===== config.mk =====
export PLATFORM = sky130hd
export DESIGN_NAME = riscv_fetch_unit_flat
export DESIGN_NICKNAME = d
export VERILOG_FILES = /design/src/rtl/riscv_fetch_unit_if.sv /design/src/rtl/riscv_fetch_unit.sv /design/src/flat_wrapper.sv
export SDC_FILE = /design/constraint.sdc
export NUM_CORES = 1
export LEC_CHECK = 0
export CAP_MARGIN = 25
export CORE_MARGIN = 10
export CORE_UTILIZATION = 51
export DETAILED_ROUTE_END_ITERATION = 16
export PLACE_DENSITY = 0.83
export SLEW_MARGIN = 0
export SYNTH_ARGS = -nofsm -noshare
export SYNTH_HDL_FRONTEND = slang
export SYNTH_SLANG_ARGS = --single-unit

===== constraint.sdc =====
create_clock -name clk -period 3 [get_ports clk]
set_input_delay 0.45 -clock clk [delete_from_list [all_inputs] [get_ports clk]]
set_output_delay 0.45 -clock clk [all_outputs]
set_load 0.01 [all_outputs]

===== src/rtl/riscv_fetch_unit_if.sv =====
// riscv_fetch_unit_if: imem request/response, decode handshake and redirect bundle
interface riscv_fetch_unit_if;
    logic        imem_req_valid;
    logic        imem_req_ready;
    logic [31:0] imem_req_addr;
    logic        imem_resp_valid;
    logic [31:0] imem_resp_data;
    logic        if_valid;
    logic        if_ready;
    logic [31:0] if_instr;
    logic [31:0] if_pc;
    logic        redirect;
    logic [31:0] redirect_pc;
    logic [31:0] fetch_count;
    modport master (
        output imem_req_valid, imem_req_addr, if_valid, if_instr, if_pc, fetch_count,
        input  imem_req_ready, imem_resp_valid, imem_resp_data, if_ready, redirect, redirect_pc
    );
    modport slave (
        input  imem_req_valid, imem_req_addr, if_valid, if_instr, if_pc, fetch_count,
        output imem_req_ready, imem_resp_valid, imem_resp_data, if_ready, redirect, redirect_pc
    );
endinterface


===== src/rtl/riscv_fetch_unit.sv =====
// riscv_fetch_unit: sequential instruction prefetch with credit-limited FIFO and redirect flush
module riscv_fetch_unit #(
    parameter int          DEPTH    = 4,
    parameter logic [31:0] RESET_PC = 32'h0000_0000
) (
    input logic               clk,
    input logic               rst,
    riscv_fetch_unit_if.master bus
);
    localparam int AW = $clog2(DEPTH);
    localparam int CW = $clog2(DEPTH + 1);
    localparam logic [CW:0] CAP = (CW + 1)'(DEPTH);
    logic [31:0]   pc;
    logic [31:0]   fetch_count;
    logic [31:0]   instr_q [DEPTH];
    logic [31:0]   pc_q    [DEPTH];
    logic [31:0]   addr_q  [DEPTH];
    logic [AW-1:0] wr_ptr, rd_ptr, aq_wr, aq_rd;
    logic [CW-1:0] count, outstanding, discard;
    logic          accept, resp, push, pop;

    // credit rule: buffered + in-flight never exceeds DEPTH, so a push can never overflow
    assign bus.imem_req_valid = !rst && !bus.redirect && ({1'b0, count} + {1'b0, outstanding} < CAP);
    assign bus.imem_req_addr  = pc;
    assign accept             = bus.imem_req_valid && bus.imem_req_ready;
    assign resp               = bus.imem_resp_valid;
    assign push               = resp && discard == '0 && !bus.redirect;
    assign bus.if_valid       = count != '0;
    assign bus.if_instr       = bus.if_valid ? instr_q[rd_ptr] : 32'h0000_0013;
    assign bus.if_pc          = bus.if_valid ? pc_q[rd_ptr] : 32'h0;
    assign bus.fetch_count    = fetch_count;
    assign pop                = bus.if_valid && bus.if_ready;

    always_ff @(posedge clk) begin
        if (accept) addr_q[aq_wr] <= pc;
        if (push) begin
            instr_q[wr_ptr] <= bus.imem_resp_data;
            pc_q[wr_ptr]    <= addr_q[aq_rd];
        end
    end

    always_ff @(posedge clk) begin
        if (rst) begin
            pc          <= RESET_PC;
            wr_ptr      <= '0;
            rd_ptr      <= '0;
            aq_wr       <= '0;
            aq_rd       <= '0;
            count       <= '0;
            outstanding <= '0;
            discard     <= '0;
            fetch_count <= '0;
        end else begin
            fetch_count <= fetch_count + 32'(pop);
            outstanding <= outstanding + CW'(accept) - CW'(resp);
            if (accept) begin
                pc    <= pc + 32'd4;
                aq_wr <= aq_wr + AW'(1);
            end
            if (resp) aq_rd <= aq_rd + AW'(1);
            if (bus.redirect) begin
                pc      <= bus.redirect_pc & ~32'd3;
                wr_ptr  <= '0;
                rd_ptr  <= '0;
                count   <= '0;
                discard <= outstanding - CW'(resp);
            end else begin
                if (push) wr_ptr <= wr_ptr + AW'(1);
                if (pop) rd_ptr <= rd_ptr + AW'(1);
                count <= count + CW'(push) - CW'(pop);
                if (resp && discard != '0) discard <= discard - CW'(1);
            end
        end
    end

    always_ff @(posedge clk) begin
        if (!rst) begin
            assert ({1'b0, count} + {1'b0, outstanding} <= CAP);
            assert (discard <= outstanding);
            assert (!(resp && outstanding == '0));
        end
    end
endmodule


===== src/flat_wrapper.sv =====
// flat-port wrapper written by rule: the top's interface ports become plain ports
module riscv_fetch_unit_flat 
#(
    parameter int          DEPTH    = 4,
    parameter logic [31:0] RESET_PC = 32'h0000_0000
)
  (clk, rst, bus_imem_req_valid, bus_imem_req_addr, bus_if_valid, bus_if_instr, bus_if_pc, bus_fetch_count, bus_imem_req_ready, bus_imem_resp_valid, bus_imem_resp_data, bus_if_ready, bus_redirect, bus_redirect_pc);
  riscv_fetch_unit_if bus_i ();
  input logic clk;
  input logic rst;
  output wire logic [$bits(bus_i.imem_req_valid)-1:0] bus_imem_req_valid;
  output wire logic [$bits(bus_i.imem_req_addr)-1:0] bus_imem_req_addr;
  output wire logic [$bits(bus_i.if_valid)-1:0] bus_if_valid;
  output wire logic [$bits(bus_i.if_instr)-1:0] bus_if_instr;
  output wire logic [$bits(bus_i.if_pc)-1:0] bus_if_pc;
  output wire logic [$bits(bus_i.fetch_count)-1:0] bus_fetch_count;
  input wire logic [$bits(bus_i.imem_req_ready)-1:0] bus_imem_req_ready;
  input wire logic [$bits(bus_i.imem_resp_valid)-1:0] bus_imem_resp_valid;
  input wire logic [$bits(bus_i.imem_resp_data)-1:0] bus_imem_resp_data;
  input wire logic [$bits(bus_i.if_ready)-1:0] bus_if_ready;
  input wire logic [$bits(bus_i.redirect)-1:0] bus_redirect;
  input wire logic [$bits(bus_i.redirect_pc)-1:0] bus_redirect_pc;
  assign bus_imem_req_valid = bus_i.imem_req_valid;
  assign bus_imem_req_addr = bus_i.imem_req_addr;
  assign bus_if_valid = bus_i.if_valid;
  assign bus_if_instr = bus_i.if_instr;
  assign bus_if_pc = bus_i.if_pc;
  assign bus_fetch_count = bus_i.fetch_count;
  assign bus_i.imem_req_ready = bus_imem_req_ready;
  assign bus_i.imem_resp_valid = bus_imem_resp_valid;
  assign bus_i.imem_resp_data = bus_imem_resp_data;
  assign bus_i.if_ready = bus_if_ready;
  assign bus_i.redirect = bus_redirect;
  assign bus_i.redirect_pc = bus_redirect_pc;
  riscv_fetch_unit #(.DEPTH(DEPTH), .RESET_PC(RESET_PC)) u_core (.clk(clk), .rst(rst), .bus(bus_i));
endmodule

* After elaboration in Yosys (flattened, before gate mapping) *
Memories as Yosys holds them, arrays and structs flattened. A register that Yosys moved wholly into a read port is not among the register bits.
Cells that the tools add are included.

word-level totals
  flip-flop bits (word level) = 81
  memory bits (writable) = 384
  output and inout port bits = 130
  memories kept = 3

memories
  name            words  width  read ports  clocked after Yosys merged registers in  write ports  line                    RTL
  u_core.addr_q   4      32     1           1                                        1            riscv_fetch_unit.sv:17  logic [31:0] addr_q [DEPTH];
  u_core.instr_q  4      32     1           1                                        1            riscv_fetch_unit.sv:15  logic [31:0] instr_q [DEPTH];
  u_core.pc_q     4      32     1           1                                        1            riscv_fetch_unit.sv:16  logic [31:0] pc_q [DEPTH];

operators by class
  $add $sub $neg = 13
  magnitude comparators = 1
  muxes and demuxes = 16
  reductions and logical operators = 15

operators with widths
  kind                                                         count
  2-to-1 mux 32 bit                                            4
  adder 32 x 1 -> 32 bit                                       1
  adder 32 x 3 -> 32 bit (second input constant)               1
  2-to-1 mux 2 bit                                             6
  subtractor 3 x 1 -> 3 bit                                    3
  adder 2 x 1 -> 2 bit (second input constant)                 4
  logical AND 1 bit                                            7
  adder 3 x 1 -> 3 bit                                         2
  2-to-1 mux 3 bit                                             2
  nonzero test 3 bit                                           2
  adder 3 x 3 -> 4 bit                                         1
  less-than comparator 4 x 3 -> 1 bit (second input constant)  1
  2-to-1 mux 1 bit                                             4
  nonzero test 2 bit                                           2
  zero test 3 bit                                              1
  subtractor 3 x 1 -> 3 bit (second input constant)            1
  zero test 1 bit                                              2
  OR reduction 2 bit                                           1

* Logic depth before layout (Yosys ltp) *
Gate-level depths: netlist of run 1.

  word-level depth = 6
  gate-level depth with buffers = 10
  mapped depth without buffers = 10

* Least setup slack after synthesis of run 1 *
Ideal clock, no wire load.

  kind = register to register
  start point = register u_core.outstanding[2]
  end point = memory u_core.addr_q[0][10] (enable)
  arrival = 2569 ps
  data required time = 2610 ps
  setup slack = 41 ps
  stages on the path, launching flop included = 8
  path buffers = 2
  clock period less this slack = 2959 ps
  cell sequence = dfxtp_1 ha_1 nor4b_1 nand3_1 buf_2 inv_1 buf_2 and2_1

between the ends
  longest elaborated chain between the ends = 6

RTL lines
  element                                 line                    RTL
  from (decl)                             riscv_fetch_unit.sv:19  logic [CW-1:0] count, outstanding, discard;
  from (signal assigned)                  riscv_fetch_unit.sv:55  outstanding <= outstanding + CW'(accept) - CW'(resp);
  adder 3 x 3 -> 4 bit                    riscv_fetch_unit.sv:23  assign bus.imem_req_valid = !rst && !bus.redirect && ({1'b0, count} + {1'b0, outstanding} < CAP);
  less-than comparator 4 x 3 -> 1 bit     riscv_fetch_unit.sv:23
  logical AND 1 bit                       riscv_fetch_unit.sv:23
  logical AND 1 bit                       riscv_fetch_unit.sv:25  assign accept = bus.imem_req_valid && bus.imem_req_ready;
  named net u_core.accept                 riscv_fetch_unit.sv:20  logic accept, resp, push, pop;
  2-to-1 mux 1 bit                        riscv_fetch_unit.sv:35  if (accept) addr_q[aq_wr] <= pc;
  2-to-1 mux 1 bit (not written as such)  riscv_fetch_unit.sv:35
  to (decl)                               riscv_fetch_unit.sv:17

The timed path passes the listed nets, and every way through them passes these cells.

==> results.yml, run 1 <==
logic_synthesis:
  synth-seq-cells: 451
  synth-seq-area-share_pct: 71.04
  synth-simple-area-share_pct: 8.454
  syn_avg_cell_area_um2: 17.09
  async_flop_share_pct: 0
  synth_xor_area_share_pct: 2.692
  synth-adder-area-share_pct: 1.692
  yosysTopAreaCell: "edfxtp_1"
  ys_warn_count: 0
  yosysTopAreaCellShare_pct: 61.76
  synthDistinctLibCells: 57
  synth_edf_count: 368
  synth_compound_area_share_pct: 2.419
  synthTopCellsByArea: "edfxtp_1, mux4_2, dfxtp_1, and2_1, xor2_1"
  synth_flop_cell: "edfxtp_1"
  netlist_area_um2: 17890
  synth_top_family_by_area: "multiplexers"
  syn_inst: 1047
  synthMuxAreaShare_pct: 11.81
floorplan:
  die_h_um: 207.3
  fp.dieArea_um2: 42980
  fp.dieW_um: 207.3
  rows: 68
  ios: 200
  core_um2: 34540
  start_util_pct: 51.80
min_path:
  min_path_cells: 3
  holdCritPathClass: "in2reg"
power:
  seqPwrFrac_pct: 49.9
  p_clk_share_pct: 40.6
  p_total_uw: 14260
  p_sw_uw: 3147
  ir_drop_uv: 427.0
  power_density_nw_per_um2: 638.9
  cell_internal_pwr_uw: 11110
  pwr-share-comb_pct: 9.5
  swShare_pct: 22.06
  leakagePower_uw: 0.007418
routing:
  via_per_inst: 5.690
  drt-initial-drc-count: 702
  routed-via-count: 10150
  drtAntennaViolNets: 0
  routed_wl_mm: 40.92
  avgRoutedWirePerCell_um: 22.95
  drc: 0
  firstDrtPassIters: 5
timing:
  hold_slack_ns: 0.3133
  layout_min_cycle_time_ns: 2.916
  period_share_pct: 97.21
  finalSetupTns_ns: 0
  rsz0062_at_grt: "false"
  tightestPinTransition_ns: 0.9121
  hold_viol_final: 0
  fmax_mhz: 342.9
  timing.final.max_slew_violations: 0
  skew_ns: 0.02154
  relSlewSlack_pct: 39.13
  timing.final.ws_setup_ns: 0.08360
  setup_violations: 0
clocking:
  cts_buffers: 46
  path_clk_slew_ns: 0.06
  clock-sinks: 451
  root_buffer: "clkbuf_16"
  cts-htree-levels: 2
  cts_tree: "built"
  hold_buffers: 0
  clk_path_buf_depth: 3
  clock_latency_ns: 0.56
layout:
  diodes: 0
  final_core_util_pct: 64.62
  area_growth_pct: 24.75
  final_nets: 1383
  drive_gt1_share_pct: 18.07
placed_design:
  post-place-ws_ns: 0.1905
  place.port_buffers: 193
  post-dp-hpwl_mm: 26.99
  place_congestion: 0.8127
critical_path:
  worst-path-max-fanout: 9
  rr_worst_depth: 12
  worstPathRequired_ns: 2.55
  crit_type: "reg2out"
  critPathSlowestCell: "mux4_2"
  start_kind: "flop"
  worstPathArrival_ns: 2.47
  critical_path.max_stage_delay_ns: 0.49
  crit_path_end_kind: "output port"
  path_cells: "buf_12, mux4_2, or2_2, clkdlybuf4s50_1"
global_route:
  grt_pass1_vias: 10620
  grt_pass1_wl_mm: 63.60
  grt_util_all_layers_pct: 18.65
  grt_max_degree: 75
  gr-total-overflow: 0
  antenna_found_initial: 1
run_status:
  status: "complete, no violations"
job:
  drv_cap: 0
-- path summary, 6_finish.rpt --
check                               end             from  slack, ns
min                     u_core.count[0]              rst       0.31
max                     bus_if_instr[4]             flop       0.08
max reg2reg  u_core.bus.fetch_count[22]  u_core.count[1]       0.35
min reg2reg             u_core.aq_wr[1]  u_core.aq_wr[1]       0.52
-- worst max-delay path: cells and delay by family (launching register included) --
family / cells / cell delay, ns
DFF: 1 / 0.47
buffers and inverters: 2 / 0.65
and+or+nand+nor: 1 / 0.31
muxes: 1 / 0.49
-- cells in the mapped netlist (20+ instances only) --
cell	n
a21oi_1	25
and2_1	75
clkbuf_1	35
dfxtp_1	83
edfxtp_1	368
ha_1	21
inv_1	24
mux4_2	92
nand2_1	37
nand3_1	21
nand4_1	20
nor2_1	59
xnor2_1	24
xor2_1	31
-- cell usage in the layout (no fill, tap or decap), types with 6 or more instances in the layout --
cell type        Yosys  layout
clkbuf_16            0      47
dfxtp_1             83      80
clkdlybuf4s50_1      0     190
nor2_1              59      59
and4_1              10      10
a211oi_1             7       7
xor2_1              31      31
ha_1                21      21
a21oi_1             25      25
buf_12               0      13
edfxtp_1           368     368
buf_4                4      41
nand2_1             37      37
inv_1               24      24
nor4_1               8       8
nand3_1             21      21
mux4_2              92      92
clkinv_1             0       6
o21ai_0              8       8
xnor2_1             24      24
and2_1              75      71
nand4_1             20      20
clkinv_2             0       7
and3_1              13      13
clkbuf_1            35       8
nor3_1              13      13
-- sequential cells by signal (all words and copies together), names as in the netlist, named ones only --
| name | flops |
|---|---|
| u_core.instr_q | 128 |
| u_core.bus.fetch_count | 32 |
| u_core.outstanding | 3 |
| u_core.aq_rd | 2 |
| u_core.aq_wr | 2 |
| u_core.count | 3 |
| u_core.pc_q | 120 |
| u_core.rd_ptr | 2 |
| u_core.bus.imem_req_addr | 30 |
| u_core.addr_q | 120 |
| u_core.discard | 3 |
| u_core.wr_ptr | 2 |
-- stage by stage --
step | std cells | area (um^2)
5_1_grt | 1783 | 22320
3_3_place_gp | 1691 | 20690
6_report | 1783 | 22320
3_5_place_dp | 1691 | 20690
4_1_cts | 1782 | 22300
2_1_floorplan | 1050 | 17900
-- layout make-up --
type | count | area [um^2]
Fill cell | 2341 | 12220
Multi-Input combinational cell | 519 | 4863
Tap cell | 455 | 569.3
Sequential cell | 451 | 12720
Timing Repair Buffer | 248 | 2515
Inverter | 24 | 90.09
Clock inverter | 26 | 287.8
Clock buffer | 60 | 1275
-- kinds of logic after synthesis --
| family | count (synthesis) |
|---|---|
| other cells | 1 |
| buf+inv | 80 |
| fa+ha+maj | 23 |
| simple gates | 275 |
| mux | 96 |
| flops | 451 |
| compound gates | 66 |
| xor+xnor | 55 |
-- routing by layer --
layer / global-route usage (%) / vias up / share of wire, %
met5: 0 / - / 0.032
met4: 5.043 / 2 / 2.3
met3: 4.257 / 70 / 7.3
met2: 31.56 / 441 / 51
met1: 23.70 / 5106 / 40
li1: - / 4527 / -
-- power by group through the flow --
| stage | combinational (uW) | sequential (uW) | clock [uW] |
|---|---|---|---|
| finish | 1360 | 7120 | 5790 |
| global route | 1480 | 7140 | 6100 |
| CTS | 1380 | 7120 | 5880 |
| detailed placement | 1360 | 7250 | 0 |
| global placement | 1320 | 7230 | 0 |
| floorplan | 705 | 7220 | 0 |
-- timing repair --
action	4_1_cts	5_1_grt
buffers inserted	5	1
setup endpoints to repair	53	20
resized for setup	1	5
pin swaps	0	0
No activity file was read; power rests on OpenSTA's default activity.
==> inputs of run 2 (changes only) <==
Settings changed: PLACE_DENSITY 0.83 to 0.81.
==> run 2 against run 1 <==
Net effect:
- register-to-register slack better by 0.12 ns
- sequential share of layout area rose by 0.53 points
- global-route usage shrank 0.57 points
- die area did not move
- final cell count decreased by 0.95%
- clock power shrank 6.7%
- non-clock buffer count decreased by 12
- worst setup slack better by 0.013 ns
==> results.yml, run 2 (same netlist as run 1, synthesis figures left out) <==
global_route:
  grt_util_all_layers_pct: 18.08
  busiest_layer: "met2"
  use_met2_pct: 29.19
  grt_pass1_wl_mm: 61.93
  grt_pass1_vias: 10290
  met3_usage_pct: 4.257
  grt_max_degree: 75
  gr-total-overflow: 0
  gr-usage-met1_pct: 24.27
  antenna_found_initial: 0
timing:
  skew_ns: 0.03107
  finalSetupTns_ns: 0
  fmax_mhz: 344.4
  setup_violations: 0
  timing.final.max_slew_violations: 0
  hold_slack_ns: 0.3179
  relSlewSlack_pct: 38.41
  tightestPinTransition_ns: 0.9228
  period_share_pct: 96.78
  hold_viol_final: 0
  rsz0062_at_grt: "false"
  layout_min_cycle_time_ns: 2.903
floorplan:
  rows: 68
  fp.dieW_um: 207.3
  die_h_um: 207.3
  ios: 200
  fp.dieArea_um2: 42980
  start_util_pct: 51.80
  core_um2: 34540
routing:
  avgRoutedWirePerCell_um: 22.21
  routed-via-count: 9990
  firstDrtPassIters: 5
  routed_wl_mm: 39.22
  drt-initial-drc-count: 734
  drc: 0
  via_per_inst: 5.657
  drtAntennaViolNets: 0
min_path:
  holdCritPathClass: "in2reg"
layout:
  area_growth_pct: 23.58
  final_area_um2: 22110
  diodes: 0
  drive_gt1_share_pct: 16.93
  final_cell_mix: "edfxtp_1, clkdlybuf4s50_1, mux4_2"
  largest_register: "u_core.instr_q"
  final_nets: 1370
  largest_reg_flops: 128
  final_common_cell: "edfxtp_1"
  top_regs: "u_core.instr_q: 128 flops, u_core.addr_q: 120 flops, u_core.pc_q: 120 flops"
critical_path:
  worstPathArrival_ns: 2.45
  rr_worst_depth: 10
  crit_end: "bus_if_pc[11]"
  r2r_start: "u_core.count[1]"
  worstPathRequired_ns: 2.55
  r2r_end: "u_core.count[2]"
  crit_path_end_kind: "output port"
  start_kind: "flop"
  reg2reg_setup_slack_ns: 0.47
  crit_type: "reg2out"
  worst-path-max-fanout: 17
power:
  power_density_nw_per_um2: 626.4
  ir_drop_uv: 380.7
  swShare_pct: 22.13
  cell_internal_pwr_uw: 10790
  leakagePower_uw: 0.007277
  pwr-share-comb_pct: 9.7
  p_sw_uw: 3065
  p_clk_share_pct: 39.0
  p_total_uw: 13850
  seqPwrFrac_pct: 51.3
clocking:
  cts_buffers: 45
  cts_tree: "built"
  clock_latency_ns: 0.56
  cts-htree-levels: 2
  clock-sinks: 451
  clk_path_buf_depth: 3
  path_clk_slew_ns: 0.06
  root_buffer: "clkbuf_16"
placed_design:
  placed_area_um2: 20630
  place.port_buffers: 193
  post-dp-hpwl_mm: 24.84
  place_congestion: 0.8024
run_status:
  status: "complete, no violations"
job:
  drv_cap: 0
==> run 2: cell count changes in the layout (fill, tap and decap cells not counted), sizes merged <==
| cell | change |
|---|---|
| bufinv | -2 |
| buf | -12 |
| inv | +2 |
| clkbuf | -5 |
==> run 2: critical path: stages (launching register included) <==
cell and delay (ns):
dfxtp_4 0.46, buf_12 0.22, mux4_2 0.57, and2_1 0.18, clkdlybuf4s50_1 0.47
==> run 2: power groups by stage <==
stage | Clock [uW] | Sequential, uW | Combinational [uW]
final | 5400 | 7110 | 1340
after global routing | 5730 | 7130 | 1460
after CTS | 5490 | 7110 | 1370
after detailed placement | 0 | 7240 | 1350
after global placement | 0 | 7230 | 1320
after floorplan | 0 | 7220 | 705
==> run 2: how the worst min path moves through the flow <==
stage | from | end | slack, ns | cells after the start
after floorplan | u_core.aq_wr[1] | u_core.aq_wr[1] | 0.47 | 2
after CTS | rst | u_core.count[0] | 0.30 | 3
after global placement | u_core.aq_wr[1] | u_core.aq_wr[1] | 0.48 | 2
after global routing | rst | u_core.count[1] | 0.34 | 3
after detailed placement | u_core.aq_wr[1] | u_core.aq_wr[1] | 0.49 | 2
final | rst | u_core.count[0] | 0.32 | 3
==> run 2: layout make-up <==
type | count | area [um^2]
sequential | 451 | 12720
timing repair buffer | 236 | 2437
tap | 455 | 569.3
multi-input combinational | 519 | 4875
fill | 2341 | 12430
clock buffer | 55 | 1209
inverter | 24 | 90.09
clock inverter | 26 | 214.0
==> run 2: per-stage QoR <==
stage	cells	utilization, %	worst slack [ns]
6_report	1766	64.01	0.09660
4_1_cts	1764	63.95	0.01154
5_1_grt	1766	64.01	0.01584
3_5_place_dp	1680	59.72	0.1148
2_1_floorplan	1050	-	0.04110
3_3_place_gp	1680	59.72	0.1565
==> run 2: timing repair <==
item	in CTS	in global routing
buffers inserted	3	2
pin swaps	0	0
resized for setup	3	3
endpoints found under the setup margin	61	59
hold buffers	0	0
==> run 2: layer usage <==
metal / vias to the layer above / wire length [um]
met5: - / 0
met3: 61 / 2901
met1: 5032 / 16320
met2: 393 / 19270
li1: 4504 / -
met4: 0 / 726
==> inputs of run 3 (changes only) <==
Settings changed: CTS_CLUSTER_SIZE set to 40.
==> results of run 3 <==
Final layout, timing and power as in run 2 (identical DEF).
